==> src/rtl/sdram_port_arbiter.sv <==
// Two-port SDRAM FIFO arbiter: a single-word writer and a burst reader share the
// SDRAM controller's write/read FIFOs. Writer wins while vs is high, otherwise round-robin.
module sdram_port_arbiter #(
    parameter int unsigned LD_HOLD = 10,
    parameter int unsigned MAX_LEN = 10,
    parameter int unsigned TIMEOUT = 1023
) (
    input  logic        clk,
    input  logic        reset,
    input  logic        vs,
    input  logic        w_req,
    input  logic [24:0] w_addr,
    input  logic [15:0] w_data,
    output logic        w_done,
    input  logic        r_req,
    input  logic [24:0] r_addr,
    input  logic [3:0]  r_len,
    output logic        r_valid,
    output logic [15:0] r_data,
    output logic        r_done,
    output logic        write_ld,
    output logic        write_req,
    output logic [24:0] writeaddr,
    output logic [15:0] writedata,
    input  logic [15:0] wr_buffer,
    output logic        read_ld,
    output logic        read_req,
    output logic [24:0] readaddr,
    input  logic [15:0] readdata,
    input  logic [15:0] rd_buffer,
    output logic        busy,
    output logic        err
);

    localparam int unsigned AW    = 25;
    localparam int unsigned DW    = 16;
    localparam int unsigned LW    = 4;
    localparam int unsigned CNT_W = $clog2(TIMEOUT + LD_HOLD + MAX_LEN + 2);

    typedef enum logic [2:0] {IDLE, W_LD, W_REQ, W_DRAIN, R_LD, R_WAIT, R_BURST} state_t;

    state_t           state_q, state_d;
    logic             last_rd_q, last_rd_d;
    logic [AW-1:0]    addr_q, addr_d;
    logic [DW-1:0]    wdata_q, wdata_d;
    logic [LW-1:0]    len_q, len_d;
    logic [CNT_W-1:0] cnt_q, cnt_d;
    logic             w_done_q, w_done_d, r_done_q, r_done_d;
    logic             r_valid_q, r_valid_d;
    logic [DW-1:0]    r_data_q, r_data_d;
    logic             write_ld_q, write_ld_d, write_req_q, write_req_d;
    logic             read_ld_q, read_ld_d, read_req_q, read_req_d;
    logic [AW-1:0]    writeaddr_q, writeaddr_d, readaddr_q, readaddr_d;
    logic [DW-1:0]    writedata_q, writedata_d;
    logic             busy_q, busy_d, err_q, err_d;
    logic             grant_w;
    logic [LW-1:0]    len_clamp;

    // Next-state and registered-output logic
    always_comb begin
        state_d     = state_q;
        last_rd_d   = last_rd_q;
        addr_d      = addr_q;
        wdata_d     = wdata_q;
        len_d       = len_q;
        cnt_d       = cnt_q;
        w_done_d    = 1'b0;
        r_done_d    = 1'b0;
        write_ld_d  = 1'b0;
        write_req_d = 1'b0;
        read_ld_d   = 1'b0;
        read_req_d  = 1'b0;
        err_d       = err_q;
        r_valid_d   = read_req_q;
        r_data_d    = read_req_q ? readdata : r_data_q;
        grant_w     = w_req && (!r_req || vs || last_rd_q);

        if (r_len == '0) begin
            len_clamp = LW'(1);
        end else if (32'(r_len) > MAX_LEN) begin
            len_clamp = LW'(MAX_LEN);
        end else begin
            len_clamp = r_len;
        end

        case (state_q)
            IDLE: begin
                if (grant_w) begin
                    state_d    = W_LD;
                    last_rd_d  = 1'b0;
                    addr_d     = w_addr;
                    wdata_d    = w_data;
                    write_ld_d = 1'b1;
                end else if (r_req) begin
                    state_d   = R_LD;
                    last_rd_d = 1'b1;
                    addr_d    = r_addr;
                    len_d     = len_clamp;
                    cnt_d     = '0;
                    read_ld_d = 1'b1;
                end
            end
            W_LD: begin
                state_d     = W_REQ;
                write_req_d = 1'b1;
            end
            W_REQ: begin
                // An already-empty FIFO retires the write in the first drain cycle
                state_d  = W_DRAIN;
                cnt_d    = '0;
                w_done_d = (wr_buffer == '0);
            end
            W_DRAIN: begin
                if (w_done_q) begin
                    state_d = IDLE;
                end else begin
                    cnt_d = cnt_q + CNT_W'(1);
                    if (wr_buffer == '0) begin
                        w_done_d = 1'b1;
                    end else if (cnt_q + CNT_W'(1) == CNT_W'(TIMEOUT)) begin
                        w_done_d = 1'b1;
                        err_d    = 1'b1;
                    end
                end
            end
            R_LD: begin
                cnt_d = cnt_q + CNT_W'(1);
                if (cnt_q == CNT_W'(LD_HOLD - 1)) begin
                    state_d = R_WAIT;
                    cnt_d   = '0;
                end else begin
                    read_ld_d = 1'b1;
                end
            end
            R_WAIT: begin
                cnt_d = cnt_q + CNT_W'(1);
                if (rd_buffer >= DW'(len_q)) begin
                    state_d    = R_BURST;
                    cnt_d      = '0;
                    read_req_d = 1'b1;
                end else if (cnt_q + CNT_W'(1) == CNT_W'(TIMEOUT)) begin
                    state_d  = IDLE;
                    r_done_d = 1'b1;
                    err_d    = 1'b1;
                end
            end
            R_BURST: begin
                // cnt counts issued read_req cycles; done follows the last delayed valid
                if (cnt_q == CNT_W'(len_q)) begin
                    state_d  = IDLE;
                    r_done_d = 1'b1;
                end else begin
                    cnt_d      = cnt_q + CNT_W'(1);
                    read_req_d = (cnt_q + CNT_W'(1) != CNT_W'(len_q));
                end
            end
            default: state_d = IDLE;
        endcase

        writeaddr_d = (state_d == W_LD)  ? addr_d  : '0;
        writedata_d = (state_d == W_REQ) ? wdata_d : '0;
        readaddr_d  = (state_d == R_LD)  ? addr_d  : '0;
        busy_d      = (state_d != IDLE);
    end

    // State and output registers
    always_ff @(posedge clk or negedge reset) begin
        if (!reset) begin
            state_q     <= IDLE;
            last_rd_q   <= 1'b1;
            addr_q      <= '0;
            wdata_q     <= '0;
            len_q       <= '0;
            cnt_q       <= '0;
            w_done_q    <= 1'b0;
            r_done_q    <= 1'b0;
            r_valid_q   <= 1'b0;
            r_data_q    <= '0;
            write_ld_q  <= 1'b0;
            write_req_q <= 1'b0;
            read_ld_q   <= 1'b0;
            read_req_q  <= 1'b0;
            writeaddr_q <= '0;
            writedata_q <= '0;
            readaddr_q  <= '0;
            busy_q      <= 1'b0;
            err_q       <= 1'b0;
        end else begin
            state_q     <= state_d;
            last_rd_q   <= last_rd_d;
            addr_q      <= addr_d;
            wdata_q     <= wdata_d;
            len_q       <= len_d;
            cnt_q       <= cnt_d;
            w_done_q    <= w_done_d;
            r_done_q    <= r_done_d;
            r_valid_q   <= r_valid_d;
            r_data_q    <= r_data_d;
            write_ld_q  <= write_ld_d;
            write_req_q <= write_req_d;
            read_ld_q   <= read_ld_d;
            read_req_q  <= read_req_d;
            writeaddr_q <= writeaddr_d;
            writedata_q <= writedata_d;
            readaddr_q  <= readaddr_d;
            busy_q      <= busy_d;
            err_q       <= err_d;
        end
    end

    assign w_done    = w_done_q;
    assign r_done    = r_done_q;
    assign r_valid   = r_valid_q;
    assign r_data    = r_data_q;
    assign write_ld  = write_ld_q;
    assign write_req = write_req_q;
    assign writeaddr = writeaddr_q;
    assign writedata = writedata_q;
    assign read_ld   = read_ld_q;
    assign read_req  = read_req_q;
    assign readaddr  = readaddr_q;
    assign busy      = busy_q;
    assign err       = err_q;

endmodule

==> config.mk <==
export PLATFORM = sky130hd
export DESIGN_NAME = sdram_port_arbiter
export DESIGN_NICKNAME = d
export VERILOG_FILES = /design/src/rtl/sdram_port_arbiter.sv
export SDC_FILE = /design/constraint.sdc
export NUM_CORES = 1
export LEC_CHECK = 0
export CORE_MARGIN = 2
export CORE_UTILIZATION = 46
export CTS_CLUSTER_SIZE = 12
export DETAILED_ROUTE_END_ITERATION = 8
export PLACE_DENSITY = 0.91
export SYNTH_ARGS = -nofsm -noshare
export SYNTH_HDL_FRONTEND = slang
export SYNTH_SLANG_ARGS = --single-unit
==> constraint.sdc <==
create_clock -name clk -period 3.03 [get_ports clk]
set_clock_uncertainty 0.2 [all_clocks]
set_input_delay 0.7575 -clock clk [delete_from_list [all_inputs] [get_ports clk]]
set_output_delay 0.7575 -clock clk [all_outputs]
set_load 0.03 [all_outputs]
Word level (Yosys, flattened, before mapping)
Cells that the tools add are included.
{ "totals": {"latch_bits": 0, "in_bits": 123, "out_inout_bits": 91, "ram_bits": 0, "word_cells": 106, "regBits": 151, "mem_count": 0, "romBits": 0} }
{ "op_classes": {"n_bitwise": 1, "muxes": 49, "div": 0, "shifts": 0, "eq_ne": 19, "magnitude_cmp": 2, "n_reduce_logical": 15, "n_mul": 0, "addsub": 1} }
{ "op_table": {"columns": ["cell", "count"], "rows": [
  ["25-bit 2-to-1 mux", 5],
  ["11-bit 2-to-1 mux", 6],
  ["11-bit case mux with 6 select lines", 1],
  ["16-bit 2-to-1 mux", 3],
  ["3-bit 2-to-1 mux", 7],
  ["3-bit case mux with 7 select lines", 1],
  ["1-bit 2-to-1 mux", 19],
  ["16-bit by 4-bit greater-or-equal comparator with 1-bit output", 1],
  ["16-bit zero test", 1],
  ["3-bit == test (second input constant)", 4],
  ["2-bit inequality test (second input constant)", 6],
  ["11-bit by 1-bit adder with 11-bit output (second input constant)", 1],
  ["11-bit by 10-bit == test with 1-bit output (second input constant)", 1],
  ["11-bit by 4-bit == test with 1-bit output", 1],
  ["11-bit by 4-bit == test with 1-bit output (second input constant)", 1],
  ["11-bit by 4-bit inequality test with 1-bit output", 1],
  ["1-bit case mux with 2 select lines", 5],
  ["3-bit by 2-bit == test with 1-bit output (second input constant)", 3],
  ["4-bit 2-to-1 mux", 2],
  ["3-bit by 1-bit == test with 1-bit output (second input constant)", 2],
  ["6-bit nonzero test", 1],
  ["5-bit AND reduction", 1],
  ["4-bit greater-than comparator (second input constant)", 1],
  ["4-bit zero test", 1],
  ["10 further kinds", 12]
]} }

Logic depth before layout (Yosys ltp)
{ "depth": {"word_depth": 8, "ltp_mapped": 9} }

Worst setup path before layout
No wires, ideal clock.
{ "synth_timing": {"path_type": "input-to-reg", "from": "input rd_buffer[3]", "to": "register cnt_q[9]", "slack_ns": 0.424, "stages": 7, "t_arrival_ns": 2.305, "n_path_buf": 0, "cell_sequence": "ha_1 > or4_4 > nor4_4 > o2111ai_2 > o211ai_2 > nand2b_2 > o311ai_2"} }
{ "synth_between": {"elab_chain_cells": 3} }
{ "synth_rtl": {"columns": ["element", "line_no", "source"], "rows": [
  ["from (decl)", "30", "input logic [15:0] rd_buffer,"],
  ["16-bit by 4-bit greater-or-equal comparator with 1-bit output", "137", "if (rd_buffer >= DW'(len_q)) begin"],
  ["11-bit 2-to-1 mux", "137", null],
  ["11-bit case mux with 6 select lines", "86", "case (state_q)"],
  ["to (signal assigned)", "194", "cnt_q <= cnt_d;"],
  ["to (decl)", "47", "logic [CNT_W-1:0] cnt_q, cnt_d;"]
]} }
Every way passes these cells.
A chain may end at the register's enable or synchronous reset.

Final worst setup path
Same ends and word-level chain as after synthesis.

==> metrics <==
status=finished, final reports clean; row count=42; Hold Fails Final Rpt=0; Post-synth EDFFs=0; Post-Synthesis Cells=497; port bufs=213; count of cell types in the netlist=63; Rel. slew slack=27.6%; RR Startpoint=cnt_q[1]$_DFFE_PN0P_; internal power=4.63 mW; period utilization=around nine tenths; starting density of the core=47.3%; global placement routability congestion=0.921; post-cts sizing count=0; first-pass GRT wire length=26.4 mm; Core Region=0.0133 mm2; CP required=about 3.1 ns; post-synthesis sequential area ratio=60.2%; largest net degree at the start of global routing=67; number of hold buffers added after CTS=0; GR Overflow Total=0; crit path capture=cnt_q[9]$_DFFE_PN0P_; post-detail-place hpwl=~12 mm; Max Root-Sink Buffers=2; final setup fails=0; Tot GR Track Use=23.6%; synthesized cell area=0.00628 mm2; die width=121 um; Static Leak=a little over 4 nW; pwr/cell area=a little over 700 mW/mm2; Syn-to-layout area delta=45.8%; Gate power share=25.8%; Clock power frac=32.6%; R2R Path End=busy$_DFF_PN0_; H-tree Lvls=4; Mean Syn Cell Area=12.6 um2; post-CTS setup buffers=0; post-DR vias/cell=5.53; dpl ws=-0.0899 ns; Detailed Routing Iterations Pass 1=5; Final min period=between 2 and 3 ns; Psw=approximately 1.9 mW; CP Max Fanout=5; WHS=0.105 ns; Main synth FF type=dfrtp_1; # DRC=0; CP Launch Type=input pin; post-synth top area share=around 60%; Slew @ Worst Pin=1.09 ns; Post-Syn Nets=627; r2r setup slk=roughly 0.36 ns; share of power burned in registers=41.6%; synth top area cells=dfrtp_1, a221o_1, and2_1; CTS tree=yes; vias in the first global route=5022; Switching Fraction=about 29%; Synthesis Warnings=0; register bit count reported by yosys=151; Max Freq=0.370 GHz; total number of vias=4961; crit path kind=input pin to register; number of fill cells in the layout=880; initial antenna violation count=0; FFs w/ async S/R, synth=100%; RSZ-0062 raised after global routing=false; Slew Viols, Final=0; Root Buffer=clkbuf_16; clock-pin slew on the worst setup and hold paths=~0.060 ns; DRT iter0 DRCs=between 400 and 500; top-count cell post-synth=dfrtp_1; die height=about 120 um; area leader, netlist=dfrtp_1; # diodes=0; Skew-Pair Late Insertion Delay=around 0.42 ns; Routed Wire Length=~17 mm; CTS buffer count=17; Max VDD drop=roughly 0.44 mV; critical path data arrival time=2.81 ns; Final ANT Viol Nets=0; clk sinks=151; R2R depth=7; Crit. Startpoint=rd_buffer[3]; layout cells sized above 1=12.1%; Final nets=approximately 840; HP Class=input pin to async pin; most frequent cells after synthesis=dfrtp_1, and2_1, a221o_1, and3_1, nand2_1; DIE AREA=0.0146 mm2; Max-cap violations=0; final worst slack=0.331 ns; I/O Pins=approximately 210; CP endpoint kind=register; routed length per instance=about 19 um
## worst min-delay path by stage
stage	endpoint	slack [ns]	depth (start not counted)
finish	writeaddr[13]$_DFF_PN0_	0.10	1
global route	writeaddr[13]$_DFF_PN0_	0.14	1
CTS	readaddr[16]$_DFF_PN0_	0.12	1
detailed placement	wdata_q[8]$_DFF_PN0_	0.26	1
global placement	wdata_q[3]$_DFF_PN0_	0.26	1
floorplan	wdata_q[0]$_DFF_PN0_	0.25	1
## sequential cells by signal (all words and copies together), names as in the netlist, 3 cells and up
register,count
writedata,16
writeaddr,25
state_q,3
readaddr,25
wdata_q,16
r_data,16
len_q,4
cnt_q,11
addr_q,25
## critical path, stage by stage
cell and delay, ns:
clkdlybuf4s50_1 0.40, ha_1 0.20, or4_4 0.54, nor4_4 0.18, o2111ai_2 0.20, o211ai_2 0.15, buf_4 0.19, nand3_1 0.10
o311ai_2 0.10
## final cells by class
cell class	count	area, um2	share of cell area [%]
sequential	151	3780	41.3
inverter	14	52.6	0.574
tap	176	220	2.40
clock inverter	14	170	1.86
multi-input combinational	296	2250	24.5
timing repair buffer	228	2260	24.7
clock buffer	18	429	4.69
## per-stage QoR
step | instance area [um2] | power, mW | TNS [ns] | cells | utilization, %
after global routing | 9160 | 6.85 | 0 | 897 | 68.9
after CTS | 9160 | 6.60 | 0 | 897 | 68.9
final | 9160 | 6.57 | 0 | 897 | 68.9
after floorplan | 6280 | 3.79 | 0 | 497 | -
after global placement | 8560 | 4.34 | -0.228 | 865 | 64.4
after detailed placement | 8560 | 4.43 | -0.486 | 865 | 64.4
## per-layer routing
metal  routed length [um]  track usage, %  vias to the layer above
met1                 6180            27.3                     2436
met3                 1360            6.53                       44
met2                 8690            41.5                      281
li1                     -               -                     2200
met4                  470            9.23                        0
met5                    0               0                        -
## layout by cell type, fill, tap and decap left out, types with 8 or more instances in the layout
cell	n
dfrtp_1	150
and3_1	27
and2_1	43
mux2_2	17
buf_4	14
mux2_1	15
clkdlybuf4s50_1	212
a221o_1	27
nand2_1	21
clkbuf_16	17
xnor2_1	8
a21oi_1	8
inv_1	12
nor2_1	20
## power groups by stage
| stage | logic, mW | registers, mW | clock network [mW] |
|---|---|---|---|
| after CTS | 1.70 | 2.73 | 2.17 |
| after global placement | 1.62 | 2.73 | 0 |
| after floorplan | 0.926 | 2.87 | 0 |
| final | 1.70 | 2.73 | 2.14 |
| after detailed placement | 1.68 | 2.75 | 0 |
| after global routing | 1.84 | 2.78 | 2.24 |
## kinds of logic (layout without fill, tap and decap cells)
kind of cell / count (synthesis) / in the layout / synth area share, %
AOI/OAI and AO/OA: 87 / 87 / 11.8
xor gates and xnor gates: 12 / 12 / 1.91
DFF: 151 / 151 / 60.2
adders and majority gates: 7 / 7 / 1.39
buffers and inverters: 50 / 274 / 4.10
muxes: 33 / 33 / 5.90
and+or+nand+nor: 157 / 157 / 14.7
(Power assumes the default switching activity.)
